===== config.mk =====
export PLATFORM = sky130hd
export DESIGN_NAME = fp_pow_n_flat
export DESIGN_NICKNAME = d
export VERILOG_FILES = /design/src/rtl/fp_pkg.sv /design/src/rtl/fp_pow_n_if.sv /design/src/rtl/fp_mul_core.sv /design/src/rtl/fp_pow_n.sv /design/src/flat_wrapper.sv
export SDC_FILE = /design/constraint.sdc
export NUM_CORES = 2
export LEC_CHECK = 0
export CELL_PAD_IN_SITES_DETAIL_PLACEMENT = 0
export CELL_PAD_IN_SITES_GLOBAL_PLACEMENT = 1
export CORE_MARGIN = 1
export CORE_UTILIZATION = 30
export DETAILED_ROUTE_END_ITERATION = 12
export PLACE_DENSITY = 0.55
export RECOVER_POWER = 100
export SLEW_MARGIN = 0
export SYNTH_ARGS = -nofsm -noshare
export SYNTH_HDL_FRONTEND = slang
export SYNTH_SLANG_ARGS = --single-unit

===== constraint.sdc =====
create_clock -name clk -period 12.8 [get_ports clk]
set_clock_uncertainty 0.15 [all_clocks]
set_input_delay 2.56 -clock clk [delete_from_list [all_inputs] [get_ports clk]]
set_output_delay 2.56 -clock clk [all_outputs]
set_load 0.05 [all_outputs]

===== src/rtl/fp_pkg.sv =====
// Shared single-precision float definitions: field widths, constants,
// the packed float layout and the power-unit FSM state encoding.
package fp_pkg;

  localparam int unsigned WORD_W = 32;
  localparam int unsigned EXP_W  = 8;
  localparam int unsigned FRAC_W = 23;
  localparam int unsigned MANT_W = FRAC_W + 1;
  localparam int unsigned BIAS   = 127;

  localparam logic [WORD_W-1:0] FP_ONE  = 32'h3F80_0000;
  localparam logic [WORD_W-1:0] FP_QNAN = 32'h7FC0_0000;
  localparam logic [WORD_W-1:0] FP_PINF = 32'h7F80_0000;

  typedef struct packed {
    logic              sign;
    logic [EXP_W-1:0]  exp;
    logic [FRAC_W-1:0] frac;
  } fp_t;

  typedef enum logic [1:0] {
    ST_IDLE = 2'd0,
    ST_STEP = 2'd1,
    ST_DONE = 2'd2
  } pow_state_t;

endpackage


===== src/rtl/fp_pow_n_if.sv =====
// Start/busy/done job bus for the integer-power unit.
//   start  : job request (master -> slave)
//   a      : float base    (master -> slave)
//   n      : integer power (master -> slave)
//   busy   : unit is stepping (slave -> master)
//   done   : one-cycle result-valid pulse (slave -> master)
//   result : a^n, held until the next accepted start (slave -> master)
interface fp_pow_n_if #(
  parameter int unsigned N_W = 8
);
  logic           start;
  logic [31:0]    a;
  logic [N_W-1:0] n;
  logic           busy;
  logic           done;
  logic [31:0]    result;

  modport master (output start, a, n, input busy, done, result);
  modport slave  (input start, a, n, output busy, done, result);
endinterface


===== src/rtl/fp_mul_core.sv =====
// Combinational single-precision multiply, round-to-nearest-even.
// Denormal inputs read as zero, underflow flushes to signed zero,
// overflow saturates to signed Inf, NaN / Inf*0 give canonical qNaN.
//   a, b      : operands
//   product_c : a*b (combinational)
module fp_mul_core
  import fp_pkg::*;
(
  input  logic [WORD_W-1:0] a,
  input  logic [WORD_W-1:0] b,
  output logic [WORD_W-1:0] product_c
);

  fp_t                  fa, fb;
  logic                 sign;
  logic                 zero_a, zero_b, inf_a, inf_b, nan_a, nan_b;
  logic [2*MANT_W-1:0]  prod;
  logic [MANT_W-1:0]    mant;
  logic                 guard, rnd, sticky, inc;
  logic [MANT_W:0]      mant_r;
  logic signed [9:0]    exp_sum, exp_n, exp_f;
  logic [FRAC_W-1:0]    frac_f;

  assign fa = fp_t'(a);
  assign fb = fp_t'(b);

  // Operand classification
  always_comb begin
    zero_a = (fa.exp == '0);
    zero_b = (fb.exp == '0);
    inf_a  = (fa.exp == '1) && (fa.frac == '0);
    inf_b  = (fb.exp == '1) && (fb.frac == '0);
    nan_a  = (fa.exp == '1) && (fa.frac != '0);
    nan_b  = (fb.exp == '1) && (fb.frac != '0);
    sign   = fa.sign ^ fb.sign;
  end

  // Mantissa product, 1-bit normalise, RNE round, carry renormalise
  always_comb begin
    prod    = 48'({1'b1, fa.frac}) * 48'({1'b1, fb.frac});
    exp_sum = $signed({2'b00, fa.exp}) + $signed({2'b00, fb.exp})
              - $signed(10'(BIAS));
    if (prod[47]) begin
      mant   = prod[47:24];
      guard  = prod[23];
      rnd    = prod[22];
      sticky = |prod[21:0];
      exp_n  = exp_sum + 10'sd1;
    end else begin
      mant   = prod[46:23];
      guard  = prod[22];
      rnd    = prod[21];
      sticky = |prod[20:0];
      exp_n  = exp_sum;
    end
    inc    = guard & (rnd | sticky | mant[0]);
    mant_r = {1'b0, mant} + 25'(inc);
    // Carry out of rounding leaves 1.000..0; bump the exponent.
    if (mant_r[24]) begin
      exp_f  = exp_n + 10'sd1;
      frac_f = mant_r[23:1];
    end else begin
      exp_f  = exp_n;
      frac_f = mant_r[22:0];
    end
  end

  // Special-case resolution
  always_comb begin
    product_c = FP_QNAN;
    if (nan_a || nan_b || (inf_a && zero_b) || (zero_a && inf_b)) begin
      product_c = FP_QNAN;
    end else if (inf_a || inf_b) begin
      product_c = {sign, FP_PINF[30:0]};
    end else if (zero_a || zero_b) begin
      product_c = {sign, 31'h0};
    end else if (exp_f >= 10'sd255) begin
      product_c = {sign, FP_PINF[30:0]};
    end else if (exp_f <= 10'sd0) begin
      product_c = {sign, 31'h0};
    end else begin
      product_c = {sign, exp_f[7:0], frac_f};
    end
  end

endmodule


===== src/rtl/fp_pow_n.sv =====
// Sequential float integer power a^n: LSB-first square-and-multiply,
// one shared multiply per cycle.
//   clk, rst : clock, synchronous active-high reset
//   bus      : start/a/n in; busy/done/result out (fp_pow_n_if.slave)
module fp_pow_n
  import fp_pkg::*;
#(
  parameter int unsigned N_W = 8
) (
  input  logic          clk,
  input  logic          rst,
  fp_pow_n_if.slave     bus
);

  pow_state_t        state;
  logic [WORD_W-1:0] acc, base, result;
  logic [N_W-1:0]    e;
  logic              busy, done;
  logic [WORD_W-1:0] mul_a, mul_y_c;

  // Odd exponent bit multiplies into acc, otherwise square the base.
  assign mul_a = e[0] ? acc : base;

  fp_mul_core u_mul (
    .a         (mul_a),
    .b         (base),
    .product_c (mul_y_c)
  );

  // FSM and datapath registers
  always_ff @(posedge clk) begin
    if (rst) begin
      state  <= ST_IDLE;
      busy   <= 1'b0;
      done   <= 1'b0;
      result <= '0;
      acc    <= '0;
      base   <= '0;
      e      <= '0;
    end else begin
      done <= 1'b0;
      case (state)
        ST_IDLE: begin
          if (bus.start) begin
            acc   <= FP_ONE;
            base  <= bus.a;
            e     <= bus.n;
            busy  <= 1'b1;
            state <= ST_STEP;
          end
        end
        ST_STEP: begin
          if (e == '0) begin
            result <= acc;
            busy   <= 1'b0;
            state  <= ST_DONE;
          end else if (e[0]) begin
            acc  <= mul_y_c;
            e[0] <= 1'b0;
          end else begin
            base <= mul_y_c;
            e    <= e >> 1;
          end
        end
        ST_DONE: begin
          done  <= 1'b1;
          state <= ST_IDLE;
        end
        default: state <= ST_IDLE;
      endcase
    end
  end

  assign bus.busy   = busy;
  assign bus.done   = done;
  assign bus.result = result;

endmodule


===== src/flat_wrapper.sv =====
// flat-port wrapper written by rule: the top's interface ports become plain ports
module fp_pow_n_flat import fp_pkg::*;
#(
  parameter int unsigned N_W = 8
)
  (clk, rst, bus_start, bus_a, bus_n, bus_busy, bus_done, bus_result);
  fp_pow_n_if #(.N_W(N_W)) bus_i ();
  input  logic clk;
  input  logic rst;
  input wire logic [$bits(bus_i.start)-1:0] bus_start;
  input wire logic [$bits(bus_i.a)-1:0] bus_a;
  input wire logic [$bits(bus_i.n)-1:0] bus_n;
  output wire logic [$bits(bus_i.busy)-1:0] bus_busy;
  output wire logic [$bits(bus_i.done)-1:0] bus_done;
  output wire logic [$bits(bus_i.result)-1:0] bus_result;
  assign bus_i.start = bus_start;
  assign bus_i.a = bus_a;
  assign bus_i.n = bus_n;
  assign bus_busy = bus_i.busy;
  assign bus_done = bus_i.done;
  assign bus_result = bus_i.result;
  fp_pow_n #(.N_W(N_W)) u_core (.clk(clk), .rst(rst), .bus(bus_i));
endmodule

======== Yosys cells after proc, flatten, opt, wreduce, memory -nomap -nowiden ========
Index checks and enable logic that the tools add are counted.
storage, ports and cells
  input port bits ......................... 43
  register bits ........................... 108
  logic and storage cells ................. 90
cells by class
  equality and inequality tests ........... 9
  reductions and logical operators ........ 28
  multipliers ............................. 1
  add/sub/neg operators ................... 5
  multiplexer cells ....................... 33
  bitwise operators ....................... 4
  $lt $le $gt $ge ......................... 2
operators with widths
  cell                                                                 number
  two-way mux 32 bit                                                   8
  one-hot mux 32 bit (2 select lines)                                  2
  two-way mux 31 bit                                                   4
  multiplier 24 x 24 -> 48 bit                                         1
  zero test 23 bit                                                     2
  nonzero test 23 bit                                                  2
  adder 24 x 1 -> 25 bit                                               1
  zero test 8 bit                                                      3
  two-way mux 24 bit                                                   1
  two-way mux 23 bit                                                   1
  OR reduction 22 bit                                                  1
  OR reduction 21 bit                                                  1
  adder 10 x 2 -> 10 bit (second input constant)                       2
  two-way mux 10 bit                                                   2
  equality test 8 bit (second input constant)                          2
  two-way mux 8 bit                                                    2
  one-hot mux 8 bit (2 select lines)                                   1
  greater-or-equal comparator 10 x 9 -> 1 bit (second input constant)  1
  <= comparator 10 x 1 -> 1 bit (second input constant)                1
  subtractor 9 x 7 -> 10 bit (second input constant)                   1
  adder 8 x 8 -> 9 bit                                                 1
  AND reduction 4 bit                                                  2
  two-way mux 1 bit                                                    7
  two-way mux 7 bit                                                    1
  16 further kinds                                                     32

======== Longest topological paths before layout ========
  depth in word-level cells ............... 18
  mapped depth ............................ 47

======== Cells and area by module ========
Synthesis repeated with hierarchy kept, for this count alone.
unflattened totals
  cells, all modules ...................... 3,311
  area, all modules ....................... 27,505.1 µm²
by module, submodules not included
  module       area each (µm²)  cells an instance  instances
  fp_mul_core  22,586.7         2,711              1
  fp_pow_n     4,918.5          600                1

======== Worst setup path after synthesis ========
OpenSTA, ideal clock, no wires.
  path kind ............................... reg-to-reg
  start point ............................. reg u_core.e[0]
  end point ............................... reg u_core.acc[0]
  path slack .............................. 889 ps
  arrival ................................. 11,644 ps
  library setup time ...................... 117 ps
  path buffers ............................ 11
  data required time ...................... 12,533 ps
  stages on the path, launching flop included .. 46
  cells stage by stage .................... dfxtp_1 > clkbuf_1 > buf_1 > clkbuf_1 > clkbuf_1 > mux2i_1 > inv_1 > clkbuf_1 > nand2_1 > fa_1 > inv_1 > fa_1 > inv_1 > fa_1 > fa_1 > inv_1 > fa_1 > fa_1 > (+10 left out) > mux2_2 > nor2_1 > clkbuf_1 > buf_1 > clkbuf_1 > nand2_1 > nand2_1 > ha_1 > o21ai_1 > a2111oi_4 > nand4_1 > or2_0 > clkbuf_1 > o31a_1 > o31ai_1 > nor2_1 > buf_2 > a32o_1
on the way
  word-level cells in the longest chain between the ends .. 18
  elaborated cells between the ends (all ways) .. 46
  classes of those cells .................. add/sub: 5; mul: 1; order compare: 2; eq/ne: 3; mux: 16; bitwise: 3; reduce/logical: 16
RTL lines
  item                                                               RTL line                              source
  start: declaration                                                 fp_pow_n.sv:17                        logic [N_W-1:0] e;
  start signal: assignment                                           fp_pow_n.sv:47                        e <= bus.n;
  start signal: assignment                                           fp_pow_n.sv:62                        e <= e >> 1;
  two-way mux 32 bit                                                 fp_pow_n.sv:22                        assign mul_a = e[0] ? acc : base;
  multiplier 24 x 24 -> 48 bit                                       fp_mul_core.sv:40                     prod = 48'({1'b1, fa.frac}) * 48'({1'b1, fb.frac});
  OR reduction 22 bit / OR reduction 21 bit (equally long branches)  fp_mul_core.sv:47, fp_mul_core.sv:53
  two-way mux 1 bit                                                  fp_mul_core.sv:43                     if (prod[47]) begin
  OR 1 bit (2 in series)                                             fp_mul_core.sv:56                     inc = guard & (rnd | sticky | mant[0]);
  bitwise AND 1 bit                                                  fp_mul_core.sv:56
  adder 24 x 1 -> 25 bit                                             fp_mul_core.sv:57                     mant_r = {1'b0, mant} + 25'(inc);
  two-way mux 10 bit                                                 fp_mul_core.sv:59                     if (mant_r[24]) begin
  <= comparator 10 x 1 -> 1 bit                                      fp_mul_core.sv:79                     end else if (exp_f <= 10'sd0) begin
  two-way mux 31 bit                                                 fp_mul_core.sv:79
  two-way mux 31 bit                                                 fp_mul_core.sv:77                     end else if (exp_f >= 10'sd255) begin
  two-way mux 31 bit                                                 fp_mul_core.sv:75                     end else if (zero_a || zero_b) begin
  two-way mux 31 bit                                                 fp_mul_core.sv:73                     end else if (inf_a || inf_b) begin
  two-way mux 32 bit                                                 fp_mul_core.sv:71                     if (nan_a || nan_b || (inf_a && zero_b) || (zero_a && inf_b)) begin
  two-way mux 32 bit                                                 fp_pow_n.sv:57                        end else if (e[0]) begin
  two-way mux 32 bit                                                 fp_pow_n.sv:53                        if (e == '0) begin
  one-hot mux 32 bit (2 select lines)                                fp_pow_n.sv:42                        case (state)
  end signal: assignment                                             fp_pow_n.sv:58                        acc <= mul_y_c;
  end: declaration                                                   fp_pow_n.sv:16                        logic [WORD_W-1:0] acc, base, result;
Several ways; a longest one is shown, not always the timed one. The select of a mux whose other input is x is not followed.
A chain may end at the register's enable or synchronous reset.

======== Worst setup path after layout ========
  start point ............................. reg u_core.e[0]
  end point ............................... reg u_core.base[11]
on the way
  word-level cells in the longest chain between the ends .. 18
  elaborated cells between the ends (all ways) .. 46
  classes of those cells .................. add/sub: 5; mul: 1; order compare: 2; eq/ne: 3; mux: 16; bitwise: 3; reduce/logical: 16
RTL lines
  item                                                               RTL line                              source
  two-way mux 32 bit                                                 fp_pow_n.sv:22
  multiplier 24 x 24 -> 48 bit                                       fp_mul_core.sv:40
  OR reduction 22 bit / OR reduction 21 bit (equally long branches)  fp_mul_core.sv:47, fp_mul_core.sv:53
  two-way mux 1 bit                                                  fp_mul_core.sv:43
  OR 1 bit (2 in series)                                             fp_mul_core.sv:56
  bitwise AND 1 bit                                                  fp_mul_core.sv:56
  adder 24 x 1 -> 25 bit                                             fp_mul_core.sv:57
  two-way mux 10 bit                                                 fp_mul_core.sv:59
  <= comparator 10 x 1 -> 1 bit                                      fp_mul_core.sv:79
  two-way mux 31 bit                                                 fp_mul_core.sv:79
  two-way mux 31 bit                                                 fp_mul_core.sv:77
  two-way mux 31 bit                                                 fp_mul_core.sv:75
  two-way mux 31 bit                                                 fp_mul_core.sv:73
  two-way mux 32 bit                                                 fp_mul_core.sv:71
  two-way mux 32 bit                                                 fp_pow_n.sv:57
  two-way mux 32 bit                                                 fp_pow_n.sv:53
  one-hot mux 32 bit (2 select lines)                                fp_pow_n.sv:42
  end signal: assignment                                             fp_pow_n.sv:46                        base <= bus.a;
  end signal: assignment                                             fp_pow_n.sv:61                        base <= mul_y_c;
  end: declaration                                                   fp_pow_n.sv:16
Several ways; a longest one is shown, not always the timed one. The select of a mux whose other input is x is not followed.

==> results.md <==
* Status: finished, violations left
* Failing checks: capacitance limit, slew limit
* Hold depth at 2
* Leading area contributor after synthesis: fa_1
* R2R depth at 34
* Site row count at 109
* WL/cell at 23.8 um
* Vias at 22801
* Slowest stage delay, CP at 0.61 ns
* Most frequent cells after synthesis: inv_1, fa_1, nand2_1, nor2_1, ha_1
* Starting DRT DRC Count at 1498
* Cts bufs inserted at 9
* First-pass GRT wire length at 159000 um
* Power density over the cells at 123 nW/um^2
* Hold_buf cts at 0
* Post-synthesis cell count at 3288
* CP delay by family, top: adder cells
* Placed insts at 4437
* VDD IR max at 0.0000788 V
* Clk buf depth at 2
* Fraction of layout cells with a size suffix above 1 at 0.0474
* Tot Pwr at 3610 uW
* Final setup fails at 0
* Hold slack final at 0.303 ns
* GPL Wtd Cong at 0.905
* GRT Resource Usage Total at 0.236
* Final net count at 4000
* Fmax at 0.0828 GHz
* Top post-synthesis cells by area: fa_1, ha_1, inv_1, dfxtp_1, nand2_1
* Hold EP: u_core.bus.result[1]
* Die width at 301 um
* Tmin final at 12.08 ns
* Final hold violations at 0
* Yosys Warn Count at 0
* Most common cell in the netlist: inv_1
* Max-cap violations at 2
* Root Driver: clkbuf_16
* Worst skew pair latency at 0.35 ns
* Cell variety after synth at 85
* Io pins at 77
* Final HPWL DP at 86000 um
* Worst Max-Slew Pin Slew at 3.23 ns
* Post-Route WL at 106000 um
* Antenna violations before repair at 2
* DIE AREA at 90800 um^2
* Most Frequent Cell on Critical Path: fa_1
* Reg2Reg Launch Point: u_core.e[0]
* Die Y at 301 um
* CP max stage cell: inv_1
* Fin crit share at 0.944
* Post-Syn Nets at 4005
* Area Growth Syn to Fin at 9.24%
* Rel. slew slack at -1.15
* Leak pwr at 0.0134 uW
* Crit path max fanout at 19
* Critical Path RT at 12.77 ns
* WP buf/inv at 7
* Slew Viols, Final at 115
* Sequential-to-total area share from yosys stat at 0.0805
* Core Util, Final at 0.332
* WS Path Type: flop to flop
* RSZ-0062 raised after global routing: no
* Worst EP arrival at 12.05 ns
* Vias per Instance at 5.12
* R2r setup slk at 0.72 ns
* TritonCTS clock tree: yes
* DRC at 0
* Antenna viol nets, final at 0
* Largest net degree at the start of global routing at 73
* Port Buffer Count at 76
* Pre-antenna DRT Iters at 5
* CORE AREA at 88500 um^2
* Setup bufs post-CTS at 0
* Synth top area share at 0.360
* Synthesized area at 26900 um^2
* Syn Area/Cell at 8.17 um^2
* Initial core utilization at 0.304
* Hold Crit Class: flop to flop
* H-tree lvl count at 3
* EDFF count, synth at 0
* Vias in the first global route at 23744
* Hold path startpoint: u_core.bus.result[1]
* Worst Setup End Kind: flop
* Ys flop type: dfxtp_1
* CTS sink cnt at 108
* TNS Setup at 0 ns
* FF-to-FF End: u_core.base[11]
* Resized cells post-CTS at 0
* Worst Setup SP: u_core.e[0]
* Grt total ovfl at 0
* CTS clk-pin slew, worst paths at 0.08 ns
* Final non-filler cell total at 4455
* Startpoint types: flop
* Asr flop ratio synth at 0
* Flops & latches, synth at 108
## power by group
| group | switching [uW] | leakage [uW] | total (uW) | internal, uW |
|---|---|---|---|---|
| Clock | 134 | 0.000142 | 278 | 143 |
| Combinational | 1970 | 0.0124 | 2920 | 949 |
| Sequential | 44.7 | 0.000880 | 409 | 364 |
| Total | 2150 | 0.0134 | 3610 | 1460 |
## metal layers
| metal | vias to the layer above | part of all wire | track usage |
|---|---|---|---|
| met5 | - | 0 | 0 |
| met1 | 11639 | 0.44 | 0.316 |
| li1 | 10368 | - | - |
| met3 | 116 | 0.056 | 0.0274 |
| met4 | 0 | 0.030 | 0.0639 |
| met2 | 678 | 0.48 | 0.398 |
## sequential cells by signal, summed over array words and instances, names as in the netlist
register / cells
u_core.base: 32
u_core.state: 2
u_core.bus.done: 1
u_core.bus.result: 32
u_core.e: 8
u_core.bus.busy: 1
u_core.acc: 32
## per-stage QoR
stage / worst slack (ns) / area (um^2)
floorplan: 0.889 / 26900
global placement: 1.11 / 29100
detailed placement: 0.937 / 29100
CTS: 0.903 / 29400
global route: 0.144 / 29300
finish: 0.717 / 29300
## layout by cell type (no fill, tap or decap), drive strengths merged, types with 12 or more instances in the layout
cell type	netlist	routed
mux2i	29	29
clkdlybuf4s50	0	40
a21oi	135	135
mux2	12	12
and3	22	22
nor2b	56	56
dlygate4sd3	0	35
a311oi	14	14
xnor2	58	58
nand4	32	32
a31oi	17	17
inv	618	619
fa	483	483
nor3	39	39
dfxtp	108	108
buf	35	88
clkinv	9	12
xor2	25	25
o21a	25	25
nand3	47	47
nand3b	12	12
a21o	19	19
clkbuf	151	18
and2	144	144
a211oi	24	24
o21ai	86	86
ha	191	191
nand2b	12	12
nor4	21	21
nand2	460	460
nor2	203	203
o211ai	16	16
## layout make-up
type	count	area, um^2
timing repair buffer	170	1440
sequential	108	2160
fill	9507	59200
clock buffer	11	253
inverter	627	2350
tap	1165	1460
clock inverter	5	35.0
antenna	2	5.00
multi-input combinational	2367	21600
## worst max path at each step
stage	cells past startpoint	to	slack, ns
global placement	34	u_core.base[11]	1.11
finish	34	u_core.base[11]	0.72
global route	34	u_core.base[9]	0.14
floorplan	45	u_core.acc[0]	0.89
detailed placement	34	u_core.base[11]	0.94
CTS	34	u_core.base[9]	0.90
## kinds of logic (layout without fill, tap and decap cells)
| family | count (synthesis) | count (layout) | share of synthesized area |
|---|---|---|---|
| xor gates and xnor gates | 83 | 83 | 0.0271 |
| DFF | 108 | 108 | 0.0805 |
| and+or+nand+nor | 1091 | 1091 | 0.191 |
| buffers and inverters | 813 | 813 | 0.115 |
| adders and majority gates | 674 | 674 | 0.449 |
| muxes | 41 | 41 | 0.0158 |
| other | 0 | 2 | 0 |
| AOI/OAI and AO/OA | 478 | 478 | 0.122 |
## tightest hold or removal path, cell delays in order, from the launching register on
cell,delay [ns]
dfxtp_1,0.31
nand2_1,0.05
a21oi_1,0.05
(Power assumes the default switching activity.)
